**config.mk**
```make
export PLATFORM = sky130hd
export DESIGN_NAME = implication_monitor
export DESIGN_NICKNAME = d
export VERILOG_FILES = /design/src/rtl/implication_monitor.sv
export SDC_FILE = /design/constraint.sdc
export NUM_CORES = 1
export LEC_CHECK = 0
export CORE_MARGIN = 2
export CORE_UTILIZATION = 39
export CTS_BUF_LIST = sky130_fd_sc_hd__clkbuf_4
export DETAILED_ROUTE_END_ITERATION = 10
export HOLD_SLACK_MARGIN = 0.06
export PLACE_DENSITY_LB_ADDON = 0.08
export SLEW_MARGIN = 30
export SYNTH_ARGS = -nofsm -noshare
export SYNTH_HDL_FRONTEND = slang
export SYNTH_SLANG_ARGS = --single-unit
```
**constraint.sdc**
```tcl
create_clock -name CLK -period 1.8 [get_ports CLK]
set_input_delay 0.18 -clock CLK [delete_from_list [all_inputs] [get_ports CLK]]
set_output_delay 0.18 -clock CLK [all_outputs]
set_load 0.02 [all_outputs]
```
**src/rtl/implication_monitor.sv**
```systemverilog
// Per-channel "a |-> ##DELAY c" (exact) or "a |-> ##[1:DELAY] c" (window) runtime monitor
// with registered fail pulses, sticky error flags and a saturating failure counter.
module implication_monitor #(
  parameter int unsigned N_CH   = 2,
  parameter int unsigned DELAY  = 1,
  parameter int unsigned WINDOW = 0,
  parameter int unsigned CNT_W  = 8
) (
  input  logic             CLK,
  input  logic             RESETN,
  input  logic             en,
  input  logic             clr,
  input  logic [N_CH-1:0]  ant,
  input  logic [N_CH-1:0]  cons,
  output logic [N_CH-1:0]  fail,
  output logic [N_CH-1:0]  err,
  output logic [N_CH-1:0]  pending,
  output logic [CNT_W-1:0] fail_cnt
);

  // Six extra bits hold the largest per-edge popcount (32) without overflow.
  localparam int unsigned SumW = CNT_W + 6;

  logic [DELAY-1:0] obl_q [N_CH];
  logic [DELAY-1:0] obl_d [N_CH];
  logic [N_CH-1:0]  fail_q, fail_d;
  logic [N_CH-1:0]  err_q;
  logic [N_CH-1:0]  pend_q, pend_d;
  logic [CNT_W-1:0] cnt_q, cnt_d;
  logic [SumW-1:0]  pop;
  logic [SumW-1:0]  sum;

  always_comb begin
    pop = '0;
    for (int i = 0; i < N_CH; i++) begin
      // The oldest stage is due this edge; in window mode cons also clears the whole register,
      // which only ever holds obligations created on earlier edges.
      fail_d[i] = obl_q[i][DELAY-1] & ~cons[i];
      if ((WINDOW != 0) && cons[i]) begin
        obl_d[i] = '0;
      end else begin
        obl_d[i] = obl_q[i] << 1;
      end
      obl_d[i][0] = ant[i] & en;
      pend_d[i]   = |obl_d[i];
      pop         = pop + SumW'(fail_d[i]);
    end
    sum = SumW'(cnt_q) + pop;
    if (sum > SumW'({CNT_W{1'b1}})) begin
      cnt_d = {CNT_W{1'b1}};
    end else begin
      cnt_d = sum[CNT_W-1:0];
    end
  end

  always_ff @(posedge CLK) begin
    if (!RESETN || clr) begin
      obl_q  <= '{default: '0};
      fail_q <= '0;
      err_q  <= '0;
      pend_q <= '0;
      cnt_q  <= '0;
    end else begin
      obl_q  <= obl_d;
      fail_q <= fail_d;
      err_q  <= err_q | fail_d;
      pend_q <= pend_d;
      cnt_q  <= cnt_d;
    end
  end

  assign fail     = fail_q;
  assign err      = err_q;
  assign pending  = pend_q;
  assign fail_cnt = cnt_q;

endmodule
```
After elaboration in Yosys (flattened, before gate mapping)
Index checks and enable logic that the tools add are counted.
- reduce and logical (&&, ||, !) cells: 2
- $add $sub $neg: 2
- bitwise gates (word level): 7
- mux-type cells: 1
- order comparisons: 1
- operators by type and width (cell ; count):
    $add 8x2->9 ; 1
    $gt 9x8->1 const B ; 1
    $mux 8 ; 1
    $and 1x1->1 ; 4
    $add 1x1->2 ; 1
    $not 1->1 ; 2
    $or 2x2->2 ; 1
    $logic_not 1->1 ; 1
    $logic_or 1x1->1 ; 1
- input port bits: 8
- flip-flop bits (word level): 16
- output and inout port bits: 14
- word-level logic and storage cells: 19

Depth between registers and ports, before layout
Gate-level depths: netlist (run 1).
- depth after elaboration: 6
- mapped depth: 6
- depth with buffers taken out: 6

Worst setup path before layout (run 1)
OpenSTA, ideal clock, no wires.
- path type: reg2reg
- start point: reg, netlist name pending[0]
- end point: reg cnt_q[7], in the netlist fail_cnt[7]
- setup time: 0.124 ns
- setup slack: -0.013 ns
- data required time: 1.676 ns
- stages on the path, launching flop included: 7
- buffers on the path: 0
- arrival time: 1.689 ns
- path through: dfxtp_1 nor2b_1 fa_1 ha_1 nand3_1 nand2_1 o311a_2
- RTL lines (item ; line ; source):
    end signal: assignment ; 68 ; cnt_q <= cnt_d;
    end: declaration ; 29 ; logic [CNT_W-1:0] cnt_q, cnt_d;

==> metrics.yaml, run 1 <==
crit_path_cell_trace: "nor2b_1 > fa_1 > ha_2 > nand3_2 > nand2_1 > o311a_2"
gp_congestion: 0.7585
die_w_um: 41.87
viasPerCell: 5.337
final_area_um2: 848.3
critPathArrivalTime_ps: 1860
totalWireLength_um: 1170
hold_viol_final: 0
synth_top_family_by_area: "simple AND/OR/NAND/NOR gates"
grt_pass1_wl_um: 2070
clk_latency_ps: 280
ff2ff_path_depth: 6
fmax_ghz: 0.5914
crit_buf_inv: 0
ioPinCount: 22
nets: 97
clock_path_buffers: 2
rows: 13
seqCellArea_um2: 280.3
critPathSlowestCell: "fa_1"
peakVddDrop_mv: 0.4170
slew_headroom_pct: 83.63
nFillCells: 113
ff2ff_setup_slack_ps: 110
yosys_warnings: 0
drt-wirelength-per-cell_um: 11.58
cts_setup_buffers: 0
final_common_cell: "clkdlybuf4s50_1"
clk_pin_slew_ps: 80
numPortBuffers: 21
diodes: 0
synth.yosys.seq_area_share_pct: 50.11
die_h_um: 41.87
layout_common_cells: "clkdlybuf4s50_1, dfxtp_1, a31oi_1, nor2_1"
hold_path_class: "flop to flop"
postCtsHoldBufs: 0
grt_pass1_vias: 473
synth_nets: 68
fin_setup_tns_ps: 0
min-delay-start: "err[1]$_SDFF_PP0_"
cts_tree: "yes"
drv_cap: 0
antenna_left: 0
initial_core_util_pct: 42.45
whs_endpoint: "err[1]$_SDFF_PP0_"
route.detailed.drc: 0
antenna_found_initial: 0
path_class: "flop to flop"
fin_util_pct: 64.39
hpwlAfterDp_um: 854.8
reg2reg_from: "pending[0]$_SDFF_PP0_"
p_total_w: 0.0005290
fin_skew_ps: 3.624
synthXorXnorAreaFrac_pct: 0
required_ps: 1970
synth_area_um2: 559.3
setup-violations-final: 0
place_area_um2: 817.0
htree_levels: 1
power.density_nw_per_um2: 623.6
endpoint_kind: "flop"
syn_area_per_cell_um2: 9.643
setup_slack_ps: 109.1
yosys.area_share.adder_pct: 5.817
critPathMaxStageDelay_ps: 420
cts_sinks: 14
status: "complete, no violations"
synth.area.mux_share_pct: 0
multiInputGateArea_um2: 279.0
min_period_over_period_pct: 93.94
ys_ff_latch: 14
synth_simple_gate_area_share_pct: 27.52
numCtsBuffers: 3
path_max_fanout: 5
grt_start_max_net_pins: 10
worstHoldPathCells: 2
area_growth_pct: 51.68
leakagePower_nw: 0.3170
drive_above_1_share_pct: 13.95
rr_endpoint: "fail_cnt[7]$_SDFF_PP0_"
die_area_um2: 1753
grt_overflow: 0
coreArea_um2: 1318
dp_slack_ps: -167.7
cts_root_buf: "clkbuf_4"
tightest_slew_ps: 242.1
synth_cells: 58
synth_cell_types: 25
cpLargestDelayFamily: "adder cells"
period_minus_slack_ps: 1691
crit_path_start_kind: "flop"
drv_slew: 0
vias: 539
grtUsageTotal_pct: 15.69
synth_compound_area_share_pct: 15.21
rsz0062_at_grt: "false"
drtIter0Drc: 11
first_pass_iters: 5
-- stage by stage --
step / hold WS (ps) / cells
global route: 471.8 / 101
detailed placement: 454.6 / 97
global placement: 455.7 / 97
finish: 470.9 / 101
floorplan: 325.9 / 58
CTS: 474.5 / 101
-- what timing repair did --
| item | CTS | global route |
|---|---|---|
| gates resized for setup | 0 | 1 |
| endpoints found under the hold margin | 0 | 0 |
| endpoints found under the setup margin | 0 | 1 |
-- layout make-up --
class / instances / share of cell area [%]
inverter: 1 / 0.4425
clock inverter: 1 / 0.4425
multi-input combinational: 42 / 32.89
clock buffer: 3 / 2.655
timing repair buffer: 25 / 28.32
tap: 15 / 2.212
sequential: 14 / 33.04
-- Yosys cell counts, drive strengths merged --
library cell,instances,share of area (%)
nor4b,1,1.6
nand2b,1,1.1
clkbuf,1,0.67
nor2b,3,3.4
o21a,2,2.7
ha,1,2.2
a31oi,5,5.6
nor3,2,1.8
and3,3,3.6
dfxtp,14,50
or3,1,1.1
nand3,2,1.8
o311a,1,2.0
fa,1,3.6
a21oi,1,0.89
and4,1,1.6
nand2,4,2.7
and2,2,2.2
o21bai,1,1.3
nor2,5,3.4
nand4,2,3.4
inv,1,0.67
o21ai,3,2.7
-- registers in the layout, indices dropped and copies added (netlist names) --
register  count
fail          2
obl_q         1
fail_cnt      8
pending       1
err           2
-- tightest hold or removal path, delay by kind of cell, from the launching register on --
family        cells  cell delay [ps]
flops             1              330
simple gates      2              110
-- worst max-delay path by stage --
| stage | start | to | slack (ps) | depth (start not counted) |
|---|---|---|---|---|
| finish | pending[0]$_SDFF_PP0_ | fail_cnt[7]$_SDFF_PP0_ | 110 | 6 |
| global route | pending[0]$_SDFF_PP0_ | fail_cnt[7]$_SDFF_PP0_ | 40 | 6 |
| CTS | pending[0]$_SDFF_PP0_ | fail_cnt[7]$_SDFF_PP0_ | 70 | 6 |
| detailed placement | cons[0] | fail_cnt[7]$_SDFF_PP0_ | -170 | 7 |
| global placement | cons[0] | fail_cnt[7]$_SDFF_PP0_ | -140 | 7 |
| floorplan | pending[0]$_SDFF_PP0_ | fail_cnt[7]$_SDFF_PP0_ | 20 | 6 |
-- kinds of logic after synthesis --
group	after synthesis
buffers and inverters	2
flip-flops	14
adder cells (fa/ha/maj)	2
AO/OA/AOI/OAI	13
AND/OR/NAND/NOR	27
-- report_power, final --
part | total [W] | internal, W | switching [W]
logic | 0.0000346 | 0.0000225 | 0.0000122
clock network | 0.000182 | 0.0000804 | 0.000101
registers | 0.000313 | 0.000312 | 0.00000102
-- metal layers --
layer	vias to the layer above	GRT usage, %	part of all wire [%]
met2	13	24.06	47
li1	270	-	-
met3	4	3.913	4.3
met4	0	9.677	2.0
met1	252	19.52	47
met5	-	0	0
(Power assumes the default switching activity.)
==> run 2: changes to the inputs <==
--- a/config.mk
+++ b/config.mk
@@ -11,6 +11,7 @@
 export DETAILED_ROUTE_END_ITERATION = 10
 export HOLD_SLACK_MARGIN = 0.06
 export PLACE_DENSITY_LB_ADDON = 0.08
+export SETUP_SLACK_MARGIN = 0.02
 export SLEW_MARGIN = 30
 export SYNTH_ARGS = -nofsm -noshare
 export SYNTH_HDL_FRONTEND = slang
==> results of run 2 <==
The final DEF is identical to that of run 1; final timing and power are the same.
==> run 3: changes to the inputs <==
--- a/config.mk
+++ b/config.mk
@@ -5,10 +5,12 @@
 export SDC_FILE = /design/constraint.sdc
 export NUM_CORES = 1
 export LEC_CHECK = 0
+export ABC_AREA = 1
 export CORE_MARGIN = 2
 export CORE_UTILIZATION = 39
 export CTS_BUF_LIST = sky130_fd_sc_hd__clkbuf_4
 export DETAILED_ROUTE_END_ITERATION = 10
+export GPL_TIMING_DRIVEN = 0
 export HOLD_SLACK_MARGIN = 0.06
 export PLACE_DENSITY_LB_ADDON = 0.08
 export SETUP_SLACK_MARGIN = 0.02
==> metrics.yaml, run 3 <==
htree_levels: 1  # unchanged
first_pass_iters: 2  # -3
largest_reg_flops: 8  # unchanged
numCtsBuffers: 3  # unchanged
vias: 497  # -7.8%
grtUsageTotal_pct: 14.54  # -1.2 points
cts_setup_buffers: 0  # unchanged
clk_pin_slew_ps: 80  # about the same
period_minus_slack_ps: 1636  # -54.57 ps
drv_slew: 0  # unchanged
diodes: 0  # unchanged
synth.area.top_cells: "dfxtp_1, nand2_1, inv_1"
tightest_slew_ps: 243.2  # +1.110 ps
ioPinCount: 22  # unchanged
rows: 13  # unchanged
status: "complete, no violations"
fin_skew_ps: 2.216  # -1.408 ps
power.density_nw_per_um2: 610.8  # -2.0%
route.detailed.drc: 0  # unchanged
grt_pass1_wl_um: 2001  # -3.3%
drv_cap: 0  # unchanged
cp-startpoint: "cons[0]"
min-delay-start: "ant[0]"
dpl.cell_count: 110  # +13%
clk_latency_ps: 260  # -20 ps
synthFlopType: "dfxtp_1"
synth_area_um2: 578.1  # +3.4%
synth_nets: 84  # +24%
cts_sinks: 14  # unchanged
antenna_left: 0  # unchanged
instances_no_fill: 113  # +12%
hpwlAfterDp_um: 874.2  # +2.3%
drive_above_1_share_pct: 10.20  # -3.7 points
layout_common_cells: "clkdlybuf4s50_1, nand2_1, dfxtp_1"
path_max_fanout: 7  # +2
antenna_found_initial: 0  # unchanged
path_class: "primary input to flop"
synth_cells: 74  # +28%
drt-wirelength-per-cell_um: 9.814  # -15%
nFillCells: 132  # +17%
fmax_ghz: 0.6111  # +3.3%
slew_headroom_pct: 83.72  # +0.094 points
grt_start_max_net_pins: 11  # +1
hold_viol_final: 0  # unchanged
cts_root_buf: "clkbuf_4"
synth-edff-count: 0  # unchanged
rsz0062_at_grt: "false"
required_ps: 1970  # about the same
hold_ws_ps: 448.3  # -22.58 ps
setup-violations-final: 0  # unchanged
synth.yosys.seq_area_share_pct: 48.48  # -1.6 points
peakVddDrop_mv: 0.3666  # -12%
synth_cell_types: 17  # -32%
crit_path_start_kind: "primary input"
yosys-top-cells-count: "dfxtp_1, nand2_1, inv_1"
initial_core_util_pct: 42.82  # +0.37 points
die_h_um: 42.50  # +1.5%
die_area_um2: 1806  # +3.0%
grt_overflow: 0  # unchanged
multiInputGateArea_um2: 256.5  # -8.1%
fin_util_pct: 62.37  # -2.0 points
viasPerCell: 4.398  # -18%
final_common_cell: "clkdlybuf4s50_1"
reg2reg_from: "pending[0]$_SDFF_PP0_"
synth_top_area_cell: "dfxtp_1"
numPortBuffers: 21  # unchanged
seqCellArea_um2: 280.3  # unchanged
leakagePower_nw: 0.3229  # +1.9%
ys_ff_latch: 14  # unchanged
die_w_um: 42.50  # +1.5%
syn_area_per_cell_um2: 7.812  # -19%
nets: 110  # +13%
hold_path_class: "primary input to flop"
grt_pass1_vias: 505  # +6.8%
totalWireLength_um: 1109  # -5.2%
critPathArrivalTime_ps: 1810  # -50 ps
cts_tree: "yes"
min_period_over_period_pct: 90.91  # -3.0 points
clock_path_buffers: 2  # unchanged
area_growth_pct: 45.67
coreArea_um2: 1350  # +2.5%
async_flop_share_pct: 0  # unchanged
gp_congestion: 0.6732  # -11%
synth_top_cell_area_share_pct: 48.48  # -1.6 points
endpoint_kind: "flop"
drtIter0Drc: 4  # -7
yosys_warnings: 0  # unchanged
run 3: cell count changes in the layout (fill, tap and decap cells not counted), moves of 3 or more:
cell,delta
a21oi_1,+5
a31oi_1,-5
buf_4,-4
inv_1,+12
nand2_1,+10
nor2_1,+5
nor2b_1,-3
run 3: worst max-delay path, stage by stage:
cell and delay [ps]:
clkdlybuf4s50_1 490, nor2_2 60, fa_1 420, ha_1 230
nand2_2 100, nor2_4 60, nand3_4 90, nand3_1 80
nand2_1 60, inv_1 30
run 3: layout make-up:
type                       count  share of cell area [%]
tap                           15                   2.229
multi-input combinational     46                   30.46
clock buffer                   3                   2.675
timing repair buffer          21                   24.96
inverter                      13                   5.795
sequential                    14                   33.28
buffer                         1                  0.5944
run 3: cells by family (layout without fill, tap and decap cells):
kind of cell | count (synthesis) | count (layout) | share of synthesized area [%]
and+or+nand+nor | 34 | 34 | 26.19
DFF | 14 | 14 | 48.49
buffers and inverters | 14 | 38 | 9.307
AOI/OAI and AO/OA | 8 | 8 | 7.359
adders and majority gates | 2 | 2 | 5.627
xor gates and xnor gates | 2 | 2 | 3.031
run 3: per-layer routing:
metal	global-route usage (%)	up-vias	share of wire (%)
li1	-	272	-
met1	17.85	213	50
met2	23.08	10	45
met3	3.879	2	3.2
met4	7.500	0	1.5
met5	0	-	0
run 3: power by group:
| group | switching (W) | total (W) | leakage, nW | internal, W |
|---|---|---|---|---|
| logic | 0.0000155 | 0.0000359 | 0.196 | 0.0000204 |
| registers | 0.00000105 | 0.000313 | 0.113 | 0.000312 |
| clock network | 0.0000886 | 0.000166 | 0.0138 | 0.0000771 |
run 3: what timing repair did:
action / in CTS / in global routing
gates resized for setup: 0 / 3
endpoints found under the setup margin: 0 / 7
hold buffers: 0 / 0
run 3: through the flow:
step	TNS [ps]	instance area, um2	worst slack, ps	total power, W
3_3_place_gp	-800.5	807.0	-164.6	0.0003548
5_1_grt	0	842.1	23.20	0.0005407
6_report	0	842.1	163.7	0.0005143
2_1_floorplan	0	578.1	162.3	0.0003324
4_1_cts	0	829.5	101.8	0.0005206
3_5_place_dp	-941.0	807.0	-185.5	0.0003555
run 3: path summary, 6_finish.rpt:
kind,end,slack (ps),cells past startpoint
max,fail_cnt[5]$_SDFF_PP0_,160,10
min,pending[0]$_SDFF_PP0_,450,3
max reg2reg,fail_cnt[5]$_SDFF_PP0_,180,10
min reg2reg,err[0]$_SDFF_PP0_,470,2
